--- src/rtl/wb_fifo_pkg.sv ---
// Shared types for the Wishbone FIFO mailbox device: the bus FSM state, the
// termination kinds and the width of the wait-state counter.
package wb_fifo_pkg;

   typedef enum logic [1:0] {
      IDLE,
      WAIT,
      RESP
   } state_t;

   typedef enum logic [1:0] {
      TERM_NONE,
      TERM_ACK,
      TERM_ERR,
      TERM_RTY
   } term_t;

   localparam int WAIT_CNT_W = 4;

endpackage

--- src/rtl/wishbone_fifo_device_if.sv ---
// Wishbone B4 classic single-transfer link between a controller (master) and
// the FIFO device (slave). Signal names are seen from the device side.
interface wishbone_fifo_device_if #(
   parameter int DAT_WIDTH = 8
);

   logic                 cyc_i;
   logic                 stb_i;
   logic                 we_i;
   logic [DAT_WIDTH-1:0] dat_i;
   logic                 ack_o;
   logic                 err_o;
   logic                 rty_o;
   logic [DAT_WIDTH-1:0] dat_o;

   modport master (
      output cyc_i, stb_i, we_i, dat_i,
      input  ack_o, err_o, rty_o, dat_o
   );

   modport slave (
      input  cyc_i, stb_i, we_i, dat_i,
      output ack_o, err_o, rty_o, dat_o
   );

endinterface

--- src/rtl/sync_fifo.sv ---
// Synchronous FIFO with extra-MSB pointers; full/empty come from comparing
// the wrap bit and the index bits of the two pointers.
module sync_fifo #(
   parameter int DAT_WIDTH = 8,
   parameter int DEPTH     = 4
) (
   input  logic                     clk_i,
   input  logic                     rst_ni,
   input  logic                     push,
   input  logic                     pop,
   input  logic [DAT_WIDTH-1:0]     wdata,
   output logic [DAT_WIDTH-1:0]     rdata,
   output logic                     full,
   output logic                     empty,
   output logic [$clog2(DEPTH):0]   level
);

   localparam int AW = $clog2(DEPTH);

   logic [DAT_WIDTH-1:0] mem [DEPTH];
   logic [AW:0]          wr_ptr;
   logic [AW:0]          rd_ptr;

   // Storage carries no reset; only the pointers define what is valid.
   always_ff @(posedge clk_i) begin
      if (push) begin
         mem[wr_ptr[AW-1:0]] <= wdata;
      end
   end

   always_ff @(posedge clk_i or negedge rst_ni) begin
      if (!rst_ni) begin
         wr_ptr <= '0;
         rd_ptr <= '0;
      end else begin
         if (push) wr_ptr <= wr_ptr + 1'b1;
         if (pop)  rd_ptr <= rd_ptr + 1'b1;
      end
   end

   assign rdata = mem[rd_ptr[AW-1:0]];
   assign empty = (wr_ptr == rd_ptr);
   assign full  = (wr_ptr[AW] != rd_ptr[AW]) && (wr_ptr[AW-1:0] == rd_ptr[AW-1:0]);
   assign level = wr_ptr - rd_ptr;

endmodule

--- src/rtl/wishbone_fifo_device.sv ---
// Wishbone classic responder: writes push into a FIFO mailbox, reads pop from
// it, with optional wait states and ack/err/rty terminations.
module wishbone_fifo_device
   import wb_fifo_pkg::*;
#(
   parameter int DAT_WIDTH   = 8,
   parameter int DEPTH       = 4,
   parameter int WAIT_STATES = 0,
   parameter bit RETRY_EN    = 1'b1
) (
   input  logic                   clk_i,
   input  logic                   rst_ni,
   wishbone_fifo_device_if.slave  wb,
   output logic [$clog2(DEPTH):0] level_o
);

   localparam logic [WAIT_CNT_W-1:0] WAIT_LOAD =
      WAIT_CNT_W'((WAIT_STATES > 0) ? WAIT_STATES - 1 : 0);
   localparam term_t FAIL_TERM = RETRY_EN ? TERM_RTY : TERM_ERR;

   state_t                state;
   state_t                state_nxt;
   logic                  enter_resp;
   logic                  req;
   logic [WAIT_CNT_W-1:0] wait_cnt;
   logic                  we_q;
   logic [DAT_WIDTH-1:0]  dat_q;
   logic                  cur_we;
   logic [DAT_WIDTH-1:0]  cur_dat;
   term_t                 term;
   logic [DAT_WIDTH-1:0]  rd_q;
   logic                  push;
   logic                  pop;
   logic                  full;
   logic                  empty;
   logic [DAT_WIDTH-1:0]  fifo_rdata;

   assign req = wb.cyc_i && wb.stb_i;

   always_ff @(posedge clk_i or negedge rst_ni) begin
      if (!rst_ni) state <= IDLE;
      else         state <= state_nxt;
   end

   // The wait counter reaching zero commits even if cyc_i drops on that edge.
   always_comb begin
      state_nxt  = state;
      enter_resp = 1'b0;
      case (state)
         IDLE: begin
            if (req) begin
               if (WAIT_STATES == 0) begin
                  state_nxt  = RESP;
                  enter_resp = 1'b1;
               end else begin
                  state_nxt = WAIT;
               end
            end
         end
         WAIT: begin
            if (wait_cnt == '0) begin
               state_nxt  = RESP;
               enter_resp = 1'b1;
            end else if (!wb.cyc_i) begin
               state_nxt = IDLE;
            end
         end
         RESP:    state_nxt = IDLE;
         default: state_nxt = IDLE;
      endcase
   end

   always_ff @(posedge clk_i or negedge rst_ni) begin
      if (!rst_ni) begin
         wait_cnt <= '0;
         we_q     <= 1'b0;
         dat_q    <= '0;
      end else if (state == IDLE && req) begin
         wait_cnt <= WAIT_LOAD;
         we_q     <= wb.we_i;
         dat_q    <= wb.dat_i;
      end else if (state == WAIT && wait_cnt != '0) begin
         wait_cnt <= wait_cnt - 1'b1;
      end
   end

   // With no wait states the commit edge is the capture edge, so use live inputs.
   assign cur_we  = (state == IDLE) ? wb.we_i  : we_q;
   assign cur_dat = (state == IDLE) ? wb.dat_i : dat_q;
   assign push    = enter_resp &&  cur_we && !full;
   assign pop     = enter_resp && !cur_we && !empty;

   always_ff @(posedge clk_i or negedge rst_ni) begin
      if (!rst_ni) begin
         term <= TERM_NONE;
         rd_q <= '0;
      end else if (enter_resp) begin
         term <= (push || pop) ? TERM_ACK : FAIL_TERM;
         rd_q <= pop ? fifo_rdata : '0;
      end else begin
         term <= TERM_NONE;
         rd_q <= '0;
      end
   end

   assign wb.ack_o = (term == TERM_ACK);
   assign wb.err_o = (term == TERM_ERR);
   assign wb.rty_o = (term == TERM_RTY);
   assign wb.dat_o = rd_q;

   sync_fifo #(
      .DAT_WIDTH(DAT_WIDTH),
      .DEPTH    (DEPTH)
   ) u_fifo (
      .clk_i (clk_i),
      .rst_ni(rst_ni),
      .push  (push),
      .pop   (pop),
      .wdata (cur_dat),
      .rdata (fifo_rdata),
      .full  (full),
      .empty (empty),
      .level (level_o)
   );

endmodule
--- src/flat_wrapper.sv ---
// flat-port wrapper written by rule: the top's interface ports become plain ports
module wishbone_fifo_device_flat import wb_fifo_pkg::*;
#(
   parameter int DAT_WIDTH   = 8,
   parameter int DEPTH       = 4,
   parameter int WAIT_STATES = 0,
   parameter bit RETRY_EN    = 1'b1
)
  (clk_i, rst_ni, level_o, wb_cyc_i, wb_stb_i, wb_we_i, wb_dat_i, wb_ack_o, wb_err_o, wb_rty_o, wb_dat_o);
  wishbone_fifo_device_if #(.DAT_WIDTH(DAT_WIDTH)) wb_i ();
  input  logic clk_i;
  input  logic rst_ni;
  output logic [$clog2(DEPTH):0] level_o;
  input wire logic [$bits(wb_i.cyc_i)-1:0] wb_cyc_i;
  input wire logic [$bits(wb_i.stb_i)-1:0] wb_stb_i;
  input wire logic [$bits(wb_i.we_i)-1:0] wb_we_i;
  input wire logic [$bits(wb_i.dat_i)-1:0] wb_dat_i;
  output wire logic [$bits(wb_i.ack_o)-1:0] wb_ack_o;
  output wire logic [$bits(wb_i.err_o)-1:0] wb_err_o;
  output wire logic [$bits(wb_i.rty_o)-1:0] wb_rty_o;
  output wire logic [$bits(wb_i.dat_o)-1:0] wb_dat_o;
  assign wb_i.cyc_i = wb_cyc_i;
  assign wb_i.stb_i = wb_stb_i;
  assign wb_i.we_i = wb_we_i;
  assign wb_i.dat_i = wb_dat_i;
  assign wb_ack_o = wb_i.ack_o;
  assign wb_err_o = wb_i.err_o;
  assign wb_rty_o = wb_i.rty_o;
  assign wb_dat_o = wb_i.dat_o;
  wishbone_fifo_device #(.DAT_WIDTH(DAT_WIDTH), .DEPTH(DEPTH), .WAIT_STATES(WAIT_STATES), .RETRY_EN(RETRY_EN)) u_core (.clk_i(clk_i), .rst_ni(rst_ni), .wb(wb_i), .level_o(level_o));
endmodule
--- config.mk ---
export PLATFORM = sky130hd
export DESIGN_NAME = wishbone_fifo_device_flat
export DESIGN_NICKNAME = d
export VERILOG_FILES = /design/src/rtl/wb_fifo_pkg.sv /design/src/rtl/wishbone_fifo_device_if.sv /design/src/rtl/sync_fifo.sv /design/src/rtl/wishbone_fifo_device.sv /design/src/flat_wrapper.sv
export SDC_FILE = /design/constraint.sdc
export NUM_CORES = 1
export LEC_CHECK = 0
export CAP_MARGIN = 20
export CORE_UTILIZATION = 45
export CTS_CLUSTER_SIZE = 10
export DETAILED_ROUTE_END_ITERATION = 8
export HOLD_SLACK_MARGIN = 0.06
export PLACE_DENSITY = 0.66
export SYNTH_ARGS = -nofsm -noshare
export SYNTH_HDL_FRONTEND = slang
export SYNTH_HIERARCHICAL = 1
export SYNTH_SLANG_ARGS = --single-unit
--- constraint.sdc ---
create_clock -name clk_i -period 2.6 [get_ports clk_i]
set_clock_uncertainty 0.2 [all_clocks]
set_input_delay 0.52 -clock clk_i [delete_from_list [all_inputs] [get_ports clk_i]]
set_output_delay 0.52 -clock clk_i [all_outputs]
set_load 0.03 [all_outputs]
---- Word level (Yosys, flattened, before mapping) ----
Memory sizes are Yosys's and may differ from the RTL's.
Cells that the tools add are included.
operators by class
  add/sub/neg operators ................... 4
  mux-type cells .......................... 17
  reduce and logical (&&, ||, !) cells .... 17
  equality and inequality tests ........... 9
operators by type and width
  cell                                                                   number
  8-bit two-way mux                                                      3
  2-bit two-way mux                                                      5
  1-bit logical AND                                                      8
  4-bit two-way mux                                                      2
  3-bit by 1-bit adder with 3-bit output, second input constant          2
  1-bit two-way mux                                                      5
  2-bit by 1-bit equality test with 1-bit output, second input constant  2
  2-bit equality test, second input constant                             2
  4-bit logical NOT                                                      1
  2-bit case mux with 2 select lines                                     1
  4-bit nonzero test                                                     1
  4-bit by 1-bit subtractor with 4-bit output, second input constant     1
  3-bit equality test                                                    1
  1-bit logical NOT                                                      3
  3-bit by 2-bit != test with 1-bit output, second input constant        1
  3-bit subtractor                                                       1
  2-bit equality test                                                    1
  2-bit logical NOT                                                      1
  2-bit by 1-bit != test with 1-bit output, second input constant        1
  1-bit case mux with 2 select lines                                     1
  2-bit AND reduction                                                    1
  2-bit nonzero test                                                     1
  1-bit logical OR                                                       1
  1-bit != test                                                          1
storage, ports and cells
  bits in writable memories ............... 32
  word-level logic and storage cells ...... 56
  register bits after elaboration ......... 31
  memories ................................ 1
memories
  memory             words  width  read ports  clocked after Yosys merged registers in  write ports  RTL line         RTL
  u_core.u_fifo.mem  4      8      1           0                                        1            sync_fifo.sv:20  logic [DAT_WIDTH-1:0] mem [DEPTH];

---- Longest topological paths before layout ----
Gate-level depths: netlist of run 1.
  word-level depth ........................ 8
  depth in mapped cells ................... 9
  gate-level depth less buffers ........... 7

---- Modules after synthesis ----
Netlist of run 1, hierarchy kept.
modules (own cells, without submodules)
  module                seq. area each (um^2)  cells each  instances  area an instance (um^2)
  sync_fifo             1,111.1                79          1          1,546.5
  wishbone_fifo_device  475.5                  58          1          852.1

---- Least setup slack after synthesis of run 1 ----
OpenSTA, ideal clock, no wires.
  path kind ............................... reg2reg
  start ................................... register u_core.u_fifo.rd_ptr[1]
  end ..................................... memory u_core.u_fifo.mem[3][0], enable pin
  slack ................................... 0.246 ns
  path buffers ............................ 1
  cell stages (with the launch flop) ...... 8
  arrival ................................. 1.815 ns
  cell sequence ........................... dfrtp_1 > buf_2 > inv_1 > ha_1 > nand2_1 > nor2b_1 > nor3b_1 > and2_1
on the way
  longest elaborated chain between the ends .. 6
RTL lines
  what                                     RTL line                    RTL
  start, declared                          sync_fifo.sv:22             logic [AW:0] rd_ptr;
  start signal, assigned                   sync_fifo.sv:37             if (pop) rd_ptr <= rd_ptr + 1'b1;
  2-bit equality test                      sync_fifo.sv:43             assign full = (wr_ptr[AW] != rd_ptr[AW]) && (wr_ptr[AW-1:0] == rd_ptr[AW-1:0]);
  1-bit logical AND                        sync_fifo.sv:43
  named net u_core.full                    wishbone_fifo_device.sv:34  logic full;
  1-bit logical NOT                        wishbone_fifo_device.sv:90  assign push = enter_resp && cur_we && !full;
  1-bit logical AND                        wishbone_fifo_device.sv:90
  named net u_core.push                    wishbone_fifo_device.sv:32  logic push;
  1-bit two-way mux                        sync_fifo.sv:26             if (push) begin
  1-bit two-way mux (not written as such)  sync_fifo.sv:27             mem[wr_ptr[AW-1:0]] <= wdata;
  end, declared                            sync_fifo.sv:20
The timed path passes the listed nets, and every way through them passes these cells.

---- Worst setup path in the final report of run 1 ----
  start ................................... register u_core.u_fifo.wr_ptr[0]
  end ..................................... output level_o[2]
on the way
  longest elaborated chain between the ends .. 1
RTL lines
  what                    RTL line            RTL
  start, declared         sync_fifo.sv:21     logic [AW:0] wr_ptr;
  start signal, assigned  sync_fifo.sv:36     if (push) wr_ptr <= wr_ptr + 1'b1;
  3-bit subtractor        sync_fifo.sv:44     assign level = wr_ptr - rd_ptr;
  end, declared           flat_wrapper.sv:13  output logic [$clog2(DEPTH):0] level_o;
Every way passes these cells.

==> run metrics, run 1 <==
WS Path Type=flip-flop to primary output; # H-tree levels=3; CP max stage delay=0.43 ns; Synth area leader=edfxtp_1; Max IR drop VDD=0.579 mV; R2R Path End=u_core/u_fifo/mem[3][6]; Clock Latency Late Sink=0.32 ns; first-pass GRT wire length=6580 um; CTS sink count=57; Synthesized Nets=158; Synth Register Bits=57; Final Max Tran Viols=0; outcome=finished clean; Root Driver=clkbuf_8; post-CTS setup buffer count=0; synthesized cell area=2400 um2; most common cell after layout, fill and taps aside=edfxtp_1; HP Class=flip-flop to flip-flop; WHS Endpoint=u_core/u_fifo/wr_ptr[2]; vias=1235; Mapped Cells=137; Final Routed Wirelength=4010 um; ANT cells=0; Worst Setup End Kind=primary output; register area share after synthesis=66.1%; Post-synth top flop=edfxtp_1; vias in the first global route=1265; Residual DRC=0; Top delay family on crit path=adder cells; CTS Buf Count=9; Slowest-stage cell, CP=dfrtp_1; Die W=75.0 um; TritonCTS clock tree=built; max cap viols=0; routed vias/inst=4.92; worst-path cell chain=inv_2, ha_1, inv_1, fa_1, xnor2_1, buf_4; Slew @ Worst Pin=0.409 ns; endpoints failing setup=0; starting density of the core=47.0%; Chip Height=75.0 um; # IOs=27; sequential fraction of design power=38.5%; R2R Setup Slk=0.35 ns; Clock transition at path regs=0.06 ns; Comb pwr share=32.3%; initial antenna violation count=0; final hold viol count=0; Avg Cell Area, Syn=17.5 um2; row cnt=26; R2R cell count=7; Detailed Place HPWL=2880 um; Max-slew headroom=72.7%; clock buffer depth=2; CP Launch Type=flip-flop; Cell Int Power=2.06 mW; total grt overflow=0; Synth top area share=40.1%; layout cell share with drive strength beyond 1=27.6%; post-route cell area=2960 um2; core box area=5110 um2; gr usage total=17.2%; Switching Fraction=31.1%; WP data arrival=1.77 ns; worst path buffer plus inverter count=3; WL per Instance=16.0 um; min-delay src=u_core/u_fifo/wr_ptr[2]; minimum clock period=2.49 ns; largest net degree at the start of global routing=26; hold_buf cts=0; Switching Power=0.930 mW; top post-synthesis cells by area=edfxtp_1 40%, dfrtp_1 26%, mux4_2 7.5%; Fillers=405; placed inst area=2750 um2; FF-to-FF Start=u_core/u_fifo/wr_ptr[0]; 1st-iter DRT viols=81; synth warn=6; worst hold path stage count=1; async set or reset register ratio after synthesis=43.9%; Pre-antenna DRT Iters=6; RSZ-0062 raised after global routing=false; Max Fclk=402 MHz; pwr dens=1010 nW/um2; Leak=1.19 nW; WHS=0.304 ns; CP required=1.88 ns; number of enable flip-flop cells after synthesis=32; Unique masters post-synth=22; crit-path max FO=4; Antenna Nets Post-Route=0; period utilisation layout=95.7%; # nets final=197; setup TNS=0 ns; Area growth syn-to-layout=23.5%; leading cell types in the layout, fill and taps excluded=32 x edfxtp_1, 25 x dfrtp_1, 23 x clkdlybuf4s50_1; clock power share=29.2%; I/O Buffers=26; RePlAce Congestion=0.690; DIE AREA=5630 um2
## area by class of cell
type	instances	area (um2)	area share, %
repair buffers	34	314	10.6
well taps	70	87.6	2.96
clock buffers	10	128	4.31
multi-input cells	67	738	24.9
flip-flops and latches	57	1590	53.5
clock inverters	6	82.6	2.79
inverters	7	26.3	0.887
## per-layer routing
| layer | up-vias | routed length (um) | GRT usage (%) |
|---|---|---|---|
| li1 | 577 | - | - |
| met1 | 607 | 1880 | 23.1 |
| met2 | 43 | 1880 | 25.2 |
| met3 | 8 | 175 | 4.42 |
| met4 | 0 | 74 | 10.1 |
| met5 | - | 0 | 0 |
## repair_timing
action	in CTS	in global routing
gates cloned	0	0
resized for setup	1	1
setup endpoints to repair	1	1
## power groups by stage
stage               registers (mW)  logic, mW  clock network (mW)
global route                  1.17       1.07               0.940
finish                        1.15      0.964               0.872
CTS                           1.15      0.980               0.898
detailed placement            1.17      0.985                   0
floorplan                     1.18      0.674                   0
global placement              1.16      0.957                   0
## state kept, by name (all words and copies together) (netlist names)
signal and count:
u_core/dat_q 8, u_core/state 1, u_core/term 2, u_core/u_fifo/mem 32
u_core/u_fifo/rd_ptr 3, u_core/u_fifo/wr_ptr 3, u_core/wb.dat_o 8
## Yosys cell counts (4+ instances only)
master    instances
ha_1              7
edfxtp_1         32
xor2_1            4
inv_1             7
nand2_1           4
nor3b_1           9
mux2_2           10
and2_1            5
dfrtp_1          25
mux4_2            8
mux2_4            6
## per-stage QoR
step	instances	power (mW)	util (%)	setup WS (ns)
2_1_floorplan	137	1.85	-	0.246
3_3_place_gp	235	2.12	53.9	0.195
3_5_place_dp	235	2.15	53.9	0.139
4_1_cts	251	3.03	58.0	0.0275
5_1_grt	251	3.17	58.0	0.00602
6_report	251	2.99	58.0	0.112
## worst register-to-register path: cells and delay by family (launching register included)
family	cells	cell delay, ns
fa+ha+maj	1	0.31
simple gates	4	0.74
buf+inv	2	0.25
flops	1	0.42
## worst max path at each step
stage,cells after the start,slack (ns),endpoint,from
4_1_cts,6,0.03,level_o[2],u_core/u_fifo/wr_ptr[0]
3_3_place_gp,5,0.20,u_core/u_fifo/mem[3][7],wb_stb_i
3_5_place_dp,5,0.14,u_core/u_fifo/mem[3][7],wb_cyc_i
6_report,6,0.11,level_o[2],u_core/u_fifo/wr_ptr[0]
2_1_floorplan,7,0.25,u_core/u_fifo/mem[3][0],u_core/u_fifo/rd_ptr[1]
5_1_grt,6,0.006,level_o[2],u_core/u_fifo/wr_ptr[0]
## logic make-up after synthesis
family                     after synthesis  synth area share [%]
DFF                                     57                  66.1
and+or+nand+nor                         26                  7.30
muxes                                   25                  16.4
buffers and inverters                   13                  3.08
adders and majority gates                8                  4.49
xor gates and xnor gates                 6                  2.19
AOI/OAI and AO/OA                        2                 0.417
Note: power is estimated with default switching activity, not from simulation.
==> inputs of run 2 (changes only) <==
--- a/config.mk
+++ b/config.mk
@@ -11,6 +11,7 @@
 export DETAILED_ROUTE_END_ITERATION = 8
 export HOLD_SLACK_MARGIN = 0.06
 export PLACE_DENSITY = 0.66
+export RECOVER_POWER = 50
 export SYNTH_ARGS = -nofsm -noshare
 export SYNTH_HDL_FRONTEND = slang
 export SYNTH_HIERARCHICAL = 1
==> run metrics, run 2 (synthesis gave the netlist of run 1 again) <==
RSZ-0062 raised after global routing=false; RePlAce Congestion=0.690 (unchanged); largest net degree at the start of global routing=26 (unchanged); CTS Buf Count=9 (unchanged); Residual DRC=0 (unchanged); minimum clock period=2.49 ns (+0.00176 ns); final hold viol count=0 (unchanged); post-CTS setup buffer count=0 (unchanged); core box area=5110 um2 (unchanged); endpoints failing setup=0 (unchanged); first-pass GRT wire length=6580 um (unchanged); leading cell types in the layout, fill and taps excluded=32 x edfxtp_1, 25 x dfrtp_1, 21 x clkdlybuf4s50_1; Leak=1.17 nW (-2.2%); Fillers=415 (+2.5%); 1st-iter DRT viols=93 (+15%); clock buffer depth=2 (unchanged); Area growth syn-to-layout=22.4%; Max Fclk=402 MHz (about the same); TritonCTS clock tree=built; max FFs per register=32 (unchanged); Max-slew headroom=8.66% (-64 points); CTS sink count=57 (unchanged); max cap viols=0 (unchanged); DIE AREA=5630 um2 (unchanged); outcome=finished clean; Root Driver=clkbuf_8; hold_buf cts=0 (unchanged); WS Path Type=flip-flop to primary output; row cnt=26 (unchanged); setup TNS=0 ns (unchanged); # H-tree levels=3 (unchanged); Slowest-stage cell, CP=dfrtp_1; vias=1230 (-0.40%); pwr dens=1010 nW/um2 (+0.45%); initial antenna violation count=0 (unchanged); period utilisation layout=95.8% (about the same); ANT cells=0 (unchanged); worst-path cell chain=inv_2, ha_1, inv_1, fa_1, xnor2_1, buf_4; starting density of the core=47.0% (unchanged); crit-path max FO=4 (unchanged); Clock transition at path regs=0.07 ns (about the same); # nets final=197 (unchanged); Final Routed Wirelength=4000 um (-0.12%); HP Class=flip-flop to flip-flop; Die W=75.0 um (unchanged); most common cell after layout, fill and taps aside=edfxtp_1; Detailed Place HPWL=2880 um (unchanged); # IOs=27 (unchanged); Antenna Nets Post-Route=0 (unchanged); Slew @ Worst Pin=1.37 ns (+0.961 ns); WL per Instance=15.9 um (-0.12%); CP max stage delay=0.43 ns (about the same); Max IR drop VDD=0.579 mV (about the same); total chip power=2.98 mW (-0.44%); gr usage total=17.2% (unchanged); routed vias/inst=4.90 (-0.40%); WP data arrival=1.77 ns (about the same); vias in the first global route=1265 (unchanged); Final Max Tran Viols=0 (unchanged); I/O Buffers=26 (unchanged); Chip Height=75.0 um (unchanged); CP Launch Type=flip-flop; layout cell share with drive strength beyond 1=19.3% (-8.3 points); Clock Latency Late Sink=0.32 ns (about the same); total grt overflow=0 (unchanged); Worst Setup End Kind=primary output; CP required=1.88 ns (about the same); Pre-antenna DRT Iters=4 (-2)
==> run 2: cell count changes in the layout (fill, tap and decap cells not counted) <==
cell             delta
mux2_4              -3
dlygate4sd3_1       +2
buf_4               -4
mux2_2              -8
mux2_1             +11
clkdlybuf4s50_1     -2
clkbuf_1            +4
==> run 2: worst max-delay path, delay by kind of cell, from the launching register on <==
| kind | cells | cell delay, ns |
|---|---|---|
| flip-flops | 1 | 0.43 |
| XOR/XNOR | 1 | 0.17 |
| adder cells (fa/ha/maj) | 2 | 0.52 |
| buffers and inverters | 3 | 0.32 |
==> run 2: final timing paths <==
kind / startpoint / to / slack, ns / cells past startpoint
setup / recovery: u_core/u_fifo/wr_ptr[0] / level_o[2] / 0.11 / 6
hold / removal: u_core/dat_q[7] / u_core/dat_q[7] / 0.30 / 1
setup reg to reg: u_core/u_fifo/wr_ptr[0] / u_core/u_fifo/mem[3][6] / 0.35 / 7
hold reg to reg: u_core/dat_q[7] / u_core/dat_q[7] / 0.30 / 1
max in group asynchronous: rst_ni / u_core/u_fifo/wr_ptr[2] / 0.56 / 2
min in group asynchronous: rst_ni / u_core/wb.dat_o[7] / 0.83 / 2
==> run 2: what timing repair did <==
item | 4_1_cts | 5_1_grt
gates resized for setup | 1 | 1
cloned | 0 | 0
setup endpoints to repair | 1 | 1
==> run 2: stage by stage <==
step	cell area [um2]	utilization (%)	setup WS [ns]	hold WS, ns	std cells
final	2940	57.5	0.110	0.300	251
after floorplan	2400	-	0.246	0.0244	137
after global placement	2750	53.9	0.195	0.283	235
after CTS	2960	58.0	0.0275	0.308	251
after detailed placement	2750	53.9	0.139	0.292	235
after global routing	2940	57.5	0.00602	0.323	251
==> run 2: layout make-up <==
type / instances / area, um2 / area share, %
Tap cell: 70 / 87.6 / 2.98
Inverter: 7 / 26.3 / 0.895
Timing Repair Buffer: 34 / 299 / 10.2
Sequential cell: 57 / 1590 / 54.0
Multi-Input combinational cell: 67 / 727 / 24.8
Clock inverter: 6 / 82.6 / 2.81
Clock buffer: 10 / 128 / 4.35
==> run 2: report_power, final <==
group	switching, mW	internal (mW)
Combinational	0.519	0.432
Sequential	0.0726	1.08
Clock	0.338	0.534
Total	0.930	2.05
==> run 2: per-layer routing <==
metal	vias to the layer above	GRT usage, %	routed length (um)
met1	610	23.1	1900
met2	36	25.2	1890
met3	6	4.42	150
li1	578	-	-
met4	0	10.1	63
met5	-	0	0
==> inputs of run 3 (changes only) <==
--- a/config.mk
+++ b/config.mk
@@ -12,6 +12,7 @@
 export HOLD_SLACK_MARGIN = 0.06
 export PLACE_DENSITY = 0.66
 export RECOVER_POWER = 50
+export SLEW_MARGIN = 0
 export SYNTH_ARGS = -nofsm -noshare
 export SYNTH_HDL_FRONTEND = slang
 export SYNTH_HIERARCHICAL = 1
==> results of run 3 <==
Final layout, timing and power as in run 2 (identical DEF).
